[src/rtl/fifo_tx_framer.sv]
// -----------------------------------------------------------------------------
// fifo_tx_framer
//   Transmit-side packet framer feeding the write port of an async FIFO.
//   Each packet leaves as: SOF, sequence number, payload bytes, XOR checksum.
//   The checksum covers the sequence byte and every payload byte. Payloads
//   longer than MAX_LEN are force-closed, and the remaining source bytes start
//   a fresh packet.
//
// Ports
//   trans_clk     in   clock
//   trans_rst     in   asynchronous active-low reset
//   src_data      in   payload byte from source
//   src_valid     in   src_data valid
//   src_last      in   final payload byte of the packet
//   src_ready     out  framer accepts src_data this cycle
//   fifo_full     in   FIFO full flag; while it is high the framer holds and never writes
//   write_enable  out  FIFO write strobe
//   trans_data    out  FIFO write data (zero when write_enable is low)
//   busy          out  packet in progress
//   pkt_count     out  packets completed since reset (wraps)
//   len_err       out  pulse on the transfer cycle that force-closes a packet
// -----------------------------------------------------------------------------
module fifo_tx_framer #(
    parameter int                DATA_W  = 8,
    parameter int                MAX_LEN = 16,
    parameter logic [DATA_W-1:0] SOF     = 8'hA5
) (
    input  logic              trans_clk,
    input  logic              trans_rst,
    input  logic [DATA_W-1:0] src_data,
    input  logic              src_valid,
    input  logic              src_last,
    output logic              src_ready,
    input  logic              fifo_full,
    output logic              write_enable,
    output logic [DATA_W-1:0] trans_data,
    output logic              busy,
    output logic [15:0]       pkt_count,
    output logic              len_err
);

    localparam int LEN_W = $clog2(MAX_LEN) + 1;
    localparam logic [LEN_W-1:0] LEN_LAST = LEN_W'(MAX_LEN - 1);

    typedef enum logic [1:0] {IDLE, SEQ, PAY, CSUM} state_t;

    state_t            state_reg;
    logic [DATA_W-1:0] seq_reg;
    logic [DATA_W-1:0] csum_reg;
    logic [LEN_W-1:0]  len_reg;
    logic [15:0]       pkt_count_reg;

    // The FIFO samples these on the same edge that advances the state, so
    // they are decoded combinationally. Gating with trans_rst keeps every
    // strobe low while reset is held, even if src_valid is high in IDLE.
    always_comb begin
        write_enable = 1'b0;
        src_ready    = 1'b0;
        trans_data   = '0;
        len_err      = 1'b0;
        if (trans_rst && !fifo_full) begin
            case (state_reg)
                IDLE: begin
                    if (src_valid) begin
                        write_enable = 1'b1;
                        trans_data   = SOF;
                    end
                end
                SEQ: begin
                    write_enable = 1'b1;
                    trans_data   = seq_reg;
                end
                PAY: begin
                    src_ready = 1'b1;
                    if (src_valid) begin
                        write_enable = 1'b1;
                        trans_data   = src_data;
                        // Length close without a last flag: the source overran MAX_LEN.
                        len_err      = (len_reg == LEN_LAST) && !src_last;
                    end
                end
                CSUM: begin
                    write_enable = 1'b1;
                    trans_data   = csum_reg;
                end
                default: ;
            endcase
        end
    end

    assign busy      = (state_reg != IDLE);
    assign pkt_count = pkt_count_reg;

    // Every state holds while fifo_full is high, so a stall resumes exactly
    // on the byte that was blocked.
    always_ff @(posedge trans_clk or negedge trans_rst) begin
        if (!trans_rst) begin
            state_reg     <= IDLE;
            seq_reg       <= '0;
            csum_reg      <= '0;
            len_reg       <= '0;
            pkt_count_reg <= '0;
        end else if (!fifo_full) begin
            case (state_reg)
                IDLE: begin
                    // src_valid only triggers the header; the byte is taken in PAY.
                    if (src_valid) begin
                        csum_reg  <= '0;
                        len_reg   <= '0;
                        state_reg <= SEQ;
                    end
                end
                SEQ: begin
                    csum_reg  <= seq_reg;
                    state_reg <= PAY;
                end
                PAY: begin
                    if (src_valid) begin
                        csum_reg <= csum_reg ^ src_data;
                        len_reg  <= len_reg + 1'b1;
                        if (src_last || (len_reg == LEN_LAST)) begin
                            state_reg <= CSUM;
                        end
                    end
                end
                CSUM: begin
                    seq_reg       <= seq_reg + 1'b1;
                    pkt_count_reg <= pkt_count_reg + 16'd1;
                    state_reg     <= IDLE;
                end
                default: state_reg <= IDLE;
            endcase
        end
    end

endmodule

[config.mk]
export PLATFORM = sky130hd
export DESIGN_NAME = fifo_tx_framer
export DESIGN_NICKNAME = d
export VERILOG_FILES = /design/src/rtl/fifo_tx_framer.sv
export SDC_FILE = /design/constraint.sdc
export NUM_CORES = 1
export LEC_CHECK = 0
export BUFFER_PORTS_ARGS = -buffer_cell sky130_fd_sc_hd__buf_4
export CAP_MARGIN = 20
export CORE_MARGIN = 2
export CORE_UTILIZATION = 40
export CTS_BUF_LIST = sky130_fd_sc_hd__clkbuf_16
export DETAILED_ROUTE_END_ITERATION = 7
export PLACE_DENSITY = 0.67
export RECOVER_POWER = 100
export SLEW_MARGIN = 20
export SYNTH_ARGS = -nofsm -noshare
export SYNTH_HDL_FRONTEND = slang
export SYNTH_SLANG_ARGS = --single-unit
[constraint.sdc]
create_clock -name trans_clk -period 1.8 [get_ports trans_clk]
set_clock_uncertainty 0.05 [all_clocks]
set_input_delay 0.36 -clock trans_clk [delete_from_list [all_inputs] [get_ports trans_clk]]
set_output_delay 0.36 -clock trans_clk [all_outputs]
set_load 0.05 [all_outputs]
; Yosys cells after proc, flatten, opt, wreduce, memory -nomap -nowiden
; Cells that the tools add are included.
[word_totals]
reg_bits = 39
in_bits = 13
[classes]
n_addsub = 3
n_eq_ne = 7
mux = 22
bitwise = 2
n_reduce_logical = 15
[ops]
columns = cell, count
row1 = $mux 8, 5
row2 = $pmux 8 s4, 1
row3 = $pmux 8 s3, 1
row4 = $add 16x1->16 const B, 1
row5 = $reduce_and 4->1, 3
row6 = $mux 5, 2
row7 = $pmux 5 s2, 1
row8 = $add 8x1->8 const B, 1
row9 = $pmux 2 s4, 1
row10 = $xor 8x8->8, 1
row11 = $mux 1, 7
row12 = $mux 2, 3
row13 = $ne 2x2->1 const B, 3
row14 = $add 5x1->5 const B, 1
row15 = $eq 5x4->1 const B, 1
row16 = $eq 2x2->1 const B, 2
row17 = $reduce_bool 2->1, 2
row18 = $reduce_or 2->1, 2
row19 = $reduce_bool 3->1, 1
row20 = $eq 2x1->1 const B, 1
row21 = $logic_and 1x1->1, 2
row22 = $logic_not 1->1, 2
row23 = $logic_not 2->1, 1
row24 = $pmux 1 s2, 1
row25 = 3 further kinds, 3

; Longest topological paths before layout
; Gate-level depths: netlist of the first run.
[depth]
ltp_word = 5
mapped_depth = 8

; Worst setup path before layout of the first run
; OpenSTA, ideal clock, no wires.
[synth_path]
path_kind = reg2out
start = reg state_reg[0]
end = out trans_data[0]
arrival_ns = 2.094
required_time_ns = 1.390
path_slack_ns = -0.704
path_stages_with_launch = 6
cell_sequence = dfrtp_1 inv_1 ha_1 inv_1 o21ai_1 a21oi_1
[synth_via]
elab_chain_cells = 3
[synth_rtl]
columns = item, line_no
row1 = "start, declared", 47  ; state_t state_reg;
row2 = "start signal, assigned", 98  ; state_reg <= IDLE;
row3 = "start signal, assigned", 110  ; state_reg <= SEQ;
row4 = "start signal, assigned", 115  ; state_reg <= PAY;
row5 = "$eq 2x2->1, or another cell as far along", 62  ; case (state_reg)
row6 = $pmux 8 s4 (*), 62
row7 = $mux 8 (*), 61  ; if (trans_rst && !fifo_full) begin
row8 = "end, declared", 36  ; output logic [DATA_W-1:0] trans_data,
; Every way passes the cells marked *; elsewhere a longest branch is shown, timed or not.

; Worst setup path in the final report of the first run
[layout_path]
start = reg state_reg[0]
end = out trans_data[5]
; The elaborated chain is that of the path after synthesis.

==> results by group, run 1 <==
Finish
  • Fraction of layout instances using a drive strength above 1: 40.8%
  • Max reg flops: 16
  • Most common cell after layout, fill and taps aside: buf_4
  • Post-Layout Cell Count: 364
  • Most frequent cells in the layout: buf_4, dfrtp_1, nand2_1
  • Layout Nets: 315
  • Util after Layout: 64.2%
  • Area grow syn2layout: 55.7%
  • Diode count: 0

Yosys
  • Synth cell types: 40
  • Avg Cell Area, Syn: 10.1 um^2
  • Synth async-reset ratio: 100%
  • Post-synth EDFFs: 0
  • Seq/Total Area, Yosys: 46.3%
  • Synth Instances: 209
  • Post-Synthesis Net Count: 231
  • Yosys reg bits: 39
  • Ys flop type: dfrtp_1
  • Post-synthesis cell area: 0.00211 mm^2
  • Ys Warns: 0

Critical path
  • Startpoint Class: flip-flop
  • Reg2Reg Depth: 9
  • CP peak stage delay: 0.46 ns
  • Critical Path RT: 1.39 ns
  • CP Capture Type: primary output
  • CP max stage cell: dfrtp_2
  • Most frequent CP cell: buf_4
  • Worst path arrival time: 1.81 ns
  • Worst R2R End: pkt_count[14]$_DFFE_PN0P_
  • Crit path cell chain: buf_12 > ha_4 > buf_4 > a221oi_2 > buf_4 > a21oi_4 > buf_6
  • R2r setup slk: -0.16 ns
  • CP startpoint: state_reg[0]$_DFFE_PN0P_
  • Reg2reg start: state_reg[0]$_DFFE_PN0P_
  • CP max FO: 9
  • Setup CP Type: reg -> out

Run status
  • Violated checks: negative setup slack
  • Status: complete, but fails checks

Timing
  • Rel. slew slack: 33.8%
  • Setup_tns: -4.18 ns
  • Crit share post-route: 123%
  • Finish-stage setup viols: 21
  • Hold Fails Final Rpt: 0
  • RSZ-0062 raised after global routing: true
  • Fmax: 451 MHz
  • Final setup margin: -0.418 ns
  • Pins Over Slew Limit: 0
  • Worst-Margin Slew: 0.992 ns
  • Hold_ws: 0.365 ns
  • Period minus WS final: 2.22 ns

Die
  • FP Rows: 26
  • Die X-Extent: 76.6 um
  • Die area: 0.00586 mm^2
  • Core Footprint: 0.00511 mm^2
  • IO Count: 41
  • Initial Utilization: 41.2%
  • Die H: 76.6 um

Pwr
  • Switch share: 38.7%
  • Power Density: 1540 mW/mm^2
  • Worst vdd ir: 0.974 mV
  • Sw Pwr: 1.95 mW
  • Internal power: 3.10 mW
  • Comb power frac: 50.4%
  • Pwr Total: 5.05 mW
  • Reg power frac: 27.3%
  • Clock power share: 22.3%
  • Leakage: 1.46 nW

Clock tree
  • Clock root buffer: clkbuf_16
  • CTS Sinks: 39
  • CTS tree: built
  • H-tree levels: 2
  • TritonCTS buffer count: 5
  • Clock transition at path regs: 0.06 ns
  • Skew-Pair Late Insertion Delay: 0.28 ns
  • CTS max path bufs: 2

Drt
  • DRC viols: 0
  • Post-Route WL: 5570 um
  • Initial DRC count: 101
  • First-pass DRT Iterations: 4
  • Met3 WL: 260 um
  • Max layer used: met4
  • Routed via count: 1897
  • Metal2 WL: 2740 um
  • Antenna Nets Post-Route: 0
  • DR vias/cell: 5.21
  • Avg WL per Cell: 15.3 um
  • Met1 Wirelength: 2480 um

Hold path
  • Hold WC Path Type: in -> reg
  • Hold Path Stages: 4
  • Hold EP: csum_reg[6]$_DFFE_PN0P_
  • Worst hold start: src_data[6]

GRT
  • Largest net degree at the start of global routing: 40
  • GRT Overall Usage: 19.4%
  • Vias in the first global route: 1863
  • First-pass GRT wire length: 9050 um
  • Initial antenna violation count: 0
  • GRT Residual Overflow: 0

Place
  • Hpwl dp: 3650 um
  • Placed insts: 346
  • Buffers on Ports: 40
  • Routability cong.: 0.783

Flow run
  • # Max-Cap Violations: 0
[layer usage]
metal / global-route usage, % / up-vias
met5: 0 / -
met4: 7.09 / 0
met3: 2.96 / 12
met2: 32.7 / 57
met1: 25.4 / 910
li1: - / 918
[final cells by class]
class	instances	area (um^2)
fill	406	1830
clock inverter	3	63.8
inverter	5	25.0
sequential	39	978
timing repair buffer	85	698
multi-input combinational	157	1300
tap	70	87.6
clock buffer	5	125
[worst max path at each step]
stage	slack (ns)	to	cells past startpoint
after floorplan	-0.21	trans_data[1]	7
after global placement	-0.13	trans_data[7]	6
after detailed placement	-0.17	trans_data[7]	6
after CTS	-0.41	trans_data[1]	7
after global routing	-0.47	trans_data[5]	7
final	-0.42	trans_data[5]	7
[synthesized netlist by cell type, types with 3 or more instances]
master	n	area, um^2
a21oi_1	13	65.1
nand2_1	21	78.8
inv_1	5	18.8
and2_1	3	18.8
ha_1	9	113
a222oi_1	4	40.0
a221oi_1	4	35.0
and3_1	5	31.3
o21ai_1	12	60.1
dfrtp_1	39	976
o21ai_0	9	45.0
xor2_1	5	43.8
buf_2	4	20.0
nand3_1	8	40.0
nor3b_1	8	60.1
xnor2_1	17	149
nor2_1	16	60.1
[logic make-up (layout without fill, tap and decap cells)]
family	count (synthesis)	in the layout	share of synthesized area [%]
AND/OR/NAND/NOR	75	75	20.4
XOR/XNOR	22	22	9.15
AO/OA/AOI/OAI	48	48	14.3
buffers and inverters	13	98	2.97
multiplexers	3	3	1.54
adder cells (fa/ha/maj)	9	9	5.35
flip-flops	39	39	46.3
[repair_timing]
item / CTS / global route
setup endpoints to repair: 20 / 26
hold buffers: 0 / 0
pin swaps: 9 / 4
setup buffers: 5 / 6
resized for setup: 31 / 22
[critical path, delay by kind of cell, from the launching register on]
kind	cells	cell delay, ns
buffers and inverters	4	0.61
AO/OA/AOI/OAI	2	0.28
flip-flops	1	0.46
adder cells (fa/ha/maj)	1	0.19
[power groups by stage]
stage                     registers, mW  logic [mW]  clock network, mW
after floorplan                    1.48        1.11                  0
after global placement             1.34        2.05                  0
after detailed placement           1.34        2.07                  0
after CTS                          1.37        2.40               1.14
after global routing               1.41        2.72               1.18
final                              1.38        2.54               1.13
[through the flow]
stage / setup slack (ns) / area, um^2
floorplan: -0.208 / 2230
global placement: -0.133 / 2850
detailed placement: -0.166 / 2850
CTS: -0.408 / 3230
global route: -0.465 / 3280
finish: -0.418 / 3280
No activity file was read; power rests on OpenSTA's default activity.
==> run 2: changes to the inputs <==
--- a/config.mk
+++ b/config.mk
@@ -13,6 +13,7 @@
 export DETAILED_ROUTE_END_ITERATION = 7
 export PLACE_DENSITY = 0.67
 export RECOVER_POWER = 100
+export SETUP_SLACK_MARGIN = 0.15
 export SLEW_MARGIN = 20
 export SYNTH_ARGS = -nofsm -noshare
 export SYNTH_HDL_FRONTEND = slang
==> run 2 against run 1 <==
Net effect: the run still ends with negative setup slack left; setup slack improved by 0.00061 ns; wire length rose by 1.5%; critical path depth did not move; final area rose by 1.8%; utilization rose by 1.1 points; fmax barely moved; clock-buffer cell count did not move; first-iteration DRC count rose by 59%; non-clock buffer count rose by 6; critical endpoint is now trans_data[1]; sequential cell count did not move; critical path type unchanged; hold slack got worse by 0.0024 ns.
==> results by group, run 2 (same netlist as run 1, synthesis figures left out) <==
Timing
  • Hold_ws: 0.363 ns (-0.00242 ns)
  • Hold Fails Final Rpt: 0 (unchanged)
  • Rel. slew slack: 35.1% (+1.2 points)
  • Crit share post-route: 123% (about the same)
  • Worst-Margin Slew: 0.974 ns (-0.0185 ns)
  • Finish-stage setup viols: 29 (+38%)
  • Fmax: 451 MHz (about the same)
  • Setup_tns: -5.36 ns (-1.18 ns)
  • RSZ-0062 raised after global routing: true
  • Pins Over Slew Limit: 0 (unchanged)
  • Final setup margin: -0.418 ns (+0.000612 ns)
  • Period minus WS final: 2.22 ns (-0.000612 ns)

Drt
  • DR vias/cell: 5.18 (-0.69%)
  • Avg WL per Cell: 15.3 um (-0.14%)
  • Routed via count: 1915 (+0.95%)
  • Post-Route WL: 5660 um (+1.5%)
  • Initial DRC count: 161 (+59%)
  • DRC viols: 0 (unchanged)
  • Antenna Nets Post-Route: 0 (unchanged)
  • First-pass DRT Iterations: 4 (unchanged)

Critical path
  • Worst path arrival time: 1.81 ns (about the same)
  • CP Capture Type: primary output
  • Critical Path RT: 1.39 ns (about the same)
  • CP max FO: 6 (-3)
  • Setup CP Type: reg -> out
  • Startpoint Class: flip-flop

Place
  • Routability cong.: 0.846 (+8.0%)
  • Placed insts: 347 (+0.29%)
  • Placed Area: 0.00287 mm^2 (+0.66%)
  • Hpwl dp: 3740 um (+2.5%)
  • Post-place setup slack: -0.117 ns (+0.0486 ns)
  • Buffers on Ports: 40 (unchanged)

Die
  • Initial Utilization: 41.2% (unchanged)
  • Die X-Extent: 76.6 um (unchanged)
  • Die H: 76.6 um (unchanged)
  • FP Rows: 26 (unchanged)
  • Die area: 0.00586 mm^2 (unchanged)
  • Core Footprint: 0.00511 mm^2 (unchanged)
  • IO Count: 41 (unchanged)

Run status
  • Violated checks: negative setup slack
  • Status: complete, but fails checks

Finish
  • Post-Layout Cell Count: 370 (+1.6%)
  • Most common cell after layout, fill and taps aside: buf_4
  • Diode count: 0 (unchanged)
  • Layout Nets: 321 (+1.9%)
  • Fraction of layout instances using a drive strength above 1: 46.3% (+5.5 points)
  • Area grow syn2layout: 58.4%
  • Most frequent cells in the layout: buf_4, dfrtp_1, xnor2_1
  • Final Cell Area: 0.00334 mm^2 (+1.8%)
  • Max reg flops: 16 (unchanged)

Clock tree
  • CTS Sinks: 39 (unchanged)
  • CTS max path bufs: 2 (unchanged)
  • Skew-Pair Late Insertion Delay: 0.28 ns (about the same)
  • CTS tree: built
  • TritonCTS buffer count: 5 (unchanged)
  • H-tree levels: 2 (unchanged)
  • Clock root buffer: clkbuf_16
  • Clock transition at path regs: 0.06 ns (about the same)

Pwr
  • Leakage: 1.46 nW (+0.29%)
  • Worst vdd ir: 1.23 mV (+27%)
  • Power Density: 1510 mW/mm^2 (-2.1%)

GRT
  • GRT Residual Overflow: 0 (unchanged)
  • Initial antenna violation count: 0 (unchanged)
  • Largest net degree at the start of global routing: 40 (unchanged)
  • Vias in the first global route: 1848 (-0.81%)
  • GRT Overall Usage: 19.1% (-0.30 points)
  • First-pass GRT wire length: 8800 um (-2.7%)

Flow run
  • # Max-Cap Violations: 0 (unchanged)

Hold path
  • Hold WC Path Type: in -> reg
run 2: cell types whose count changed in the layout (fill, tap and decap cells not counted), sizes merged:
cell	delta
bufinv	-2
clkinv	+1
clkbuf	+1
buf	+5
clkinvlp	+1
run 2: power breakdown:
group	leakage, nW	switching [mW]	internal [mW]
clock	0.0710	0.347	0.505
combinational	0.885	1.45	1.36
sequential	0.507	0.251	1.11
run 2: area by class of cell:
cell class                 instances  area (um^2)
clock inverter                     3         16.3
sequential                        39          985
fill                             398         1770
tap                               70         87.6
clock buffer                       5          125
inverter                           5         25.0
multi-input combinational        157         1330
timing repair buffer              91          771
run 2: worst max-delay path: stages (launching register included):
cell and delay, ns:
dfrtp_1 0.40, buf_6 0.14, ha_4 0.15, and2_4 0.15, a222oi_1 0.32, buf_4 0.18
nor2_4 0.03, buf_8 0.15
run 2: final timing paths:
| kind | cells past startpoint | slack, ns | to | from |
|---|---|---|---|---|
| worst max-delay path | 7 | -0.42 | trans_data[1] | state_reg[1]$_DFFE_PN0P_ |
| worst min-delay path | 4 | 0.36 | csum_reg[4]$_DFFE_PN0P_ | src_data[4] |
| worst max register to register | 6 | -0.16 | seq_reg[1]$_DFFE_PN0P_ | state_reg[1]$_DFFE_PN0P_ |
| worst min register to register | 1 | 0.42 | pkt_count[15]$_DFFE_PN0P_ | pkt_count[15]$_DFFE_PN0P_ |
| max in group asynchronous | 2 | 0.63 | state_reg[0]$_DFFE_PN0P_ | trans_rst |
| min in group asynchronous | 2 | 0.40 | pkt_count[4]$_DFFE_PN0P_ | trans_rst |
run 2: routing by layer:
| layer | share of wire [%] | GRT usage [%] | vias to the layer above |
|---|---|---|---|
| met5 | 0 | 0 | - |
| met2 | 48 | 30.1 | 53 |
| li1 | - | - | 922 |
| met1 | 46 | 25.0 | 938 |
| met3 | 4.8 | 4.98 | 2 |
| met4 | 0.85 | 8.00 | 0 |
run 2: metrics by stage:
stage	total power, mW	utilization [%]
global route	5.29	65.3
floorplan	2.61	-
global placement	3.42	56.2
detailed placement	3.45	56.2
CTS	4.53	61.6
finish	5.03	65.3
run 2: timing repair:
item	4_1_cts	5_1_grt
hold endpoints to repair	0	0
pin swaps	4	22
setup buffers	3	12
hold buffers	0	0
gates resized for setup	31	44
endpoints found under the setup margin	32	49
==> run 3: changes to the inputs <==
--- a/config.mk
+++ b/config.mk
@@ -14,6 +14,7 @@
 export PLACE_DENSITY = 0.67
 export RECOVER_POWER = 100
 export SETUP_SLACK_MARGIN = 0.15
+export SKIP_CTS_REPAIR_TIMING = 1
 export SLEW_MARGIN = 20
 export SYNTH_ARGS = -nofsm -noshare
 export SYNTH_HDL_FRONTEND = slang
==> run 3 against run 2 <==
Net effect: the run still ends with negative setup slack left; power grew 0.18%; critical path depth grew 1; sequential cell count is the same; clock power shrank 1%; critical path type unchanged.
==> results by group, run 3 (same netlist as run 1, synthesis figures left out) <==
Drt
  • Antenna Nets Post-Route: 0 (unchanged)
  • Max layer used: met4
  • Met3 WL: 245 um (-8.9%)
  • Post-Route WL: 5790 um (+2.3%)
  • Met1 Wirelength: 2610 um (about the same)
  • Metal2 WL: 2850 um (+4.6%)
  • Routed via count: 1937 (+1.1%)
  • First-pass DRT Iterations: 5 (+1)
  • DR vias/cell: 5.19 (+0.34%)
  • Initial DRC count: 102 (-37%)
  • Avg WL per Cell: 15.5 um (+1.4%)
  • DRC viols: 0 (unchanged)

Place
  • Hpwl dp: 3740 um (unchanged)
  • Buffers on Ports: 40 (unchanged)
  • Routability cong.: 0.846 (unchanged)
  • Placed Area: 0.00287 mm^2 (unchanged)
  • Placed insts: 347 (unchanged)

Critical path
  • Startpoint Class: flip-flop
  • CP peak stage delay: 0.38 ns (-0.02 ns)
  • CP Depth: 8 (+1)
  • Buf/Inv on CP: 5 (+2)
  • Worst R2R End: pkt_count[12]$_DFFE_PN0P_
  • CP max stage cell: dfrtp_1
  • CP Capture Type: primary output
  • CP Capture Point: trans_data[5]
  • Reg2reg start: state_reg[1]$_DFFE_PN0P_
  • Most frequent CP cell: buf_6
  • Critical Path RT: 1.39 ns (about the same)
  • Worst path arrival time: 1.84 ns (+0.03 ns)
  • CP top delay family: buffers and inverters
  • CP startpoint: state_reg[1]$_DFFE_PN0P_
  • CP max FO: 6 (unchanged)
  • Reg2Reg Depth: 9 (+3)
  • R2r setup slk: -0.14 ns (+0.02 ns)
  • Setup CP Type: reg -> out
  • Crit path cell chain: buf_6 > buf_4 > ha_4 > buf_6 > a221oi_2 > buf_4 > a21oi_4 > buf_6

GRT
  • GRT Residual Overflow: 0 (unchanged)
  • Vias in the first global route: 1776 (-3.9%)
  • GRT Overall Usage: 18.4% (-0.73 points)
  • Largest net degree at the start of global routing: 40 (unchanged)
  • First-pass GRT wire length: 8430 um (-4.2%)
  • Initial antenna violation count: 0 (unchanged)

Die
  • Core Footprint: 0.00511 mm^2 (unchanged)
  • Die X-Extent: 76.6 um (unchanged)
  • IO Count: 41 (unchanged)
  • Initial Utilization: 41.2% (unchanged)
  • FP Rows: 26 (unchanged)
  • Die H: 76.6 um (unchanged)
  • Die area: 0.00586 mm^2 (unchanged)

Timing
  • Fmax: 445 MHz (-1.4%)
  • Crit share post-route: 125% (+1.7 points)
  • Pins Over Slew Limit: 0 (unchanged)
  • Worst-Margin Slew: 0.956 ns (-0.0177 ns)
  • RSZ-0062 raised after global routing: true
  • Rel. slew slack: 36.3% (+1.2 points)
  • Hold Fails Final Rpt: 0 (unchanged)
  • Setup_tns: -4.15 ns (+1.21 ns)
  • Final setup margin: -0.448 ns (-0.0306 ns)
  • Period minus WS final: 2.25 ns (+0.0306 ns)
  • Finish-stage setup viols: 17 (-41%)

Clock tree
  • Skew-Pair Late Insertion Delay: 0.28 ns (about the same)
  • TritonCTS buffer count: 5 (unchanged)
  • CTS Sinks: 39 (unchanged)
  • Clock root buffer: clkbuf_16
  • H-tree levels: 2 (unchanged)
  • CTS tree: built
  • Clock transition at path regs: 0.05 ns (about the same)
  • CTS max path bufs: 2 (unchanged)

Finish
  • Area grow syn2layout: 63.4%
  • Post-Layout Cell Count: 373 (+0.81%)
  • Most common cell after layout, fill and taps aside: buf_4
  • Diode count: 0 (unchanged)
  • Reg area: 983 um^2 (-0.13%)
  • Fraction of layout instances using a drive strength above 1: 51.5% (+5.2 points)
  • Util after Layout: 67.4% (+2.1 points)
  • Multi-input gate area: 0.00143 mm^2 (+7.5%)
  • Most frequent cells in the layout: buf_4, dfrtp_1, nand2_1, o21ai_1, clkbuf_1
  • Layout Nets: 324 (+0.93%)
  • Max reg flops: 16 (unchanged)
  • Final Cell Area: 0.00344 mm^2 (+3.2%)
  • Fill cell count: 380 (-4.5%)

Pwr
  • Switch share: 40.9% (+0.069 points)
  • Reg power frac: 27.3% (+0.2 points)
  • Power Density: 1460 mW/mm^2 (-2.9%)
  • Internal power: 2.98 mW (about the same)
  • Comb power frac: 56.0% (about the same)
  • Clock power share: 16.7% (-0.2 points)
  • Sw Pwr: 2.06 mW (+0.35%)
  • Leakage: 1.55 nW (+5.9%)
  • Worst vdd ir: 1.07 mV (-13%)

Hold path
  • Worst hold start: src_data[1]
  • Hold WC Path Type: in -> reg

Run status
  • Violated checks: negative setup slack
  • Status: complete, but fails checks

Flow run
  • # Max-Cap Violations: 0 (unchanged)
[run 3: cell count changes in the layout (fill, tap and decap cells not counted), sizes merged]
cell	change
clkbuf	-3
buf	+6
[run 3: worst min-delay path by stage]
stage	end	slack, ns	cells after the start
CTS	len_reg[4]$_DFFE_PN0P_	0.13	2
detailed placement	pkt_count[15]$_DFFE_PN0P_	0.41	1
global route	csum_reg[2]$_DFFE_PN0P_	0.37	4
global placement	pkt_count[15]$_DFFE_PN0P_	0.41	1
floorplan	csum_reg[0]$_DFFE_PN0P_	0.01	0
finish	csum_reg[1]$_DFFE_PN0P_	0.37	4
[run 3: power groups by stage]
stage	Sequential [mW]	Combinational, mW	Clock, mW
5_1_grt	1.40	3.00	0.924
6_report	1.38	2.82	0.842
3_3_place_gp	1.33	2.09	0
2_1_floorplan	1.49	1.12	0
4_1_cts	1.32	2.13	0.859
3_5_place_dp	1.33	2.13	0
[run 3: area by class of cell]
class | count | share of cell area, %
multi-input combinational | 157 | 41.5
sequential | 39 | 28.6
timing repair buffer | 94 | 22.6
clock buffer | 5 | 3.64
tap | 70 | 2.55
inverter | 5 | 0.727
clock inverter | 3 | 0.473
[run 3: per-stage QoR]
step | worst slack, ns | power, mW | hold WS, ns
after floorplan | -0.172 | 2.61 | 0.0144
after global placement | -0.0840 | 3.42 | 0.412
after detailed placement | -0.117 | 3.45 | 0.414
after CTS | -0.422 | 4.31 | 0.129
after global routing | -0.515 | 5.32 | 0.372
final | -0.448 | 5.04 | 0.369
[run 3: layer usage]
layer  global-route usage, %  up-vias
li1                        -      929
met1                    24.2      945
met2                    28.4       56
met3                    3.91        7
met4                    9.64        0
met5                       0        -
[run 3: worst register-to-register path: stages (launching register included)]
cell and delay (ns):
dfrtp_1 0.36, buf_6 0.12, buf_4 0.11, ha_4 0.17, buf_6 0.14, buf_6 0.11
and4b_4 0.25, nor3b_4 0.25, nand3_2 0.13, xnor2_2 0.14
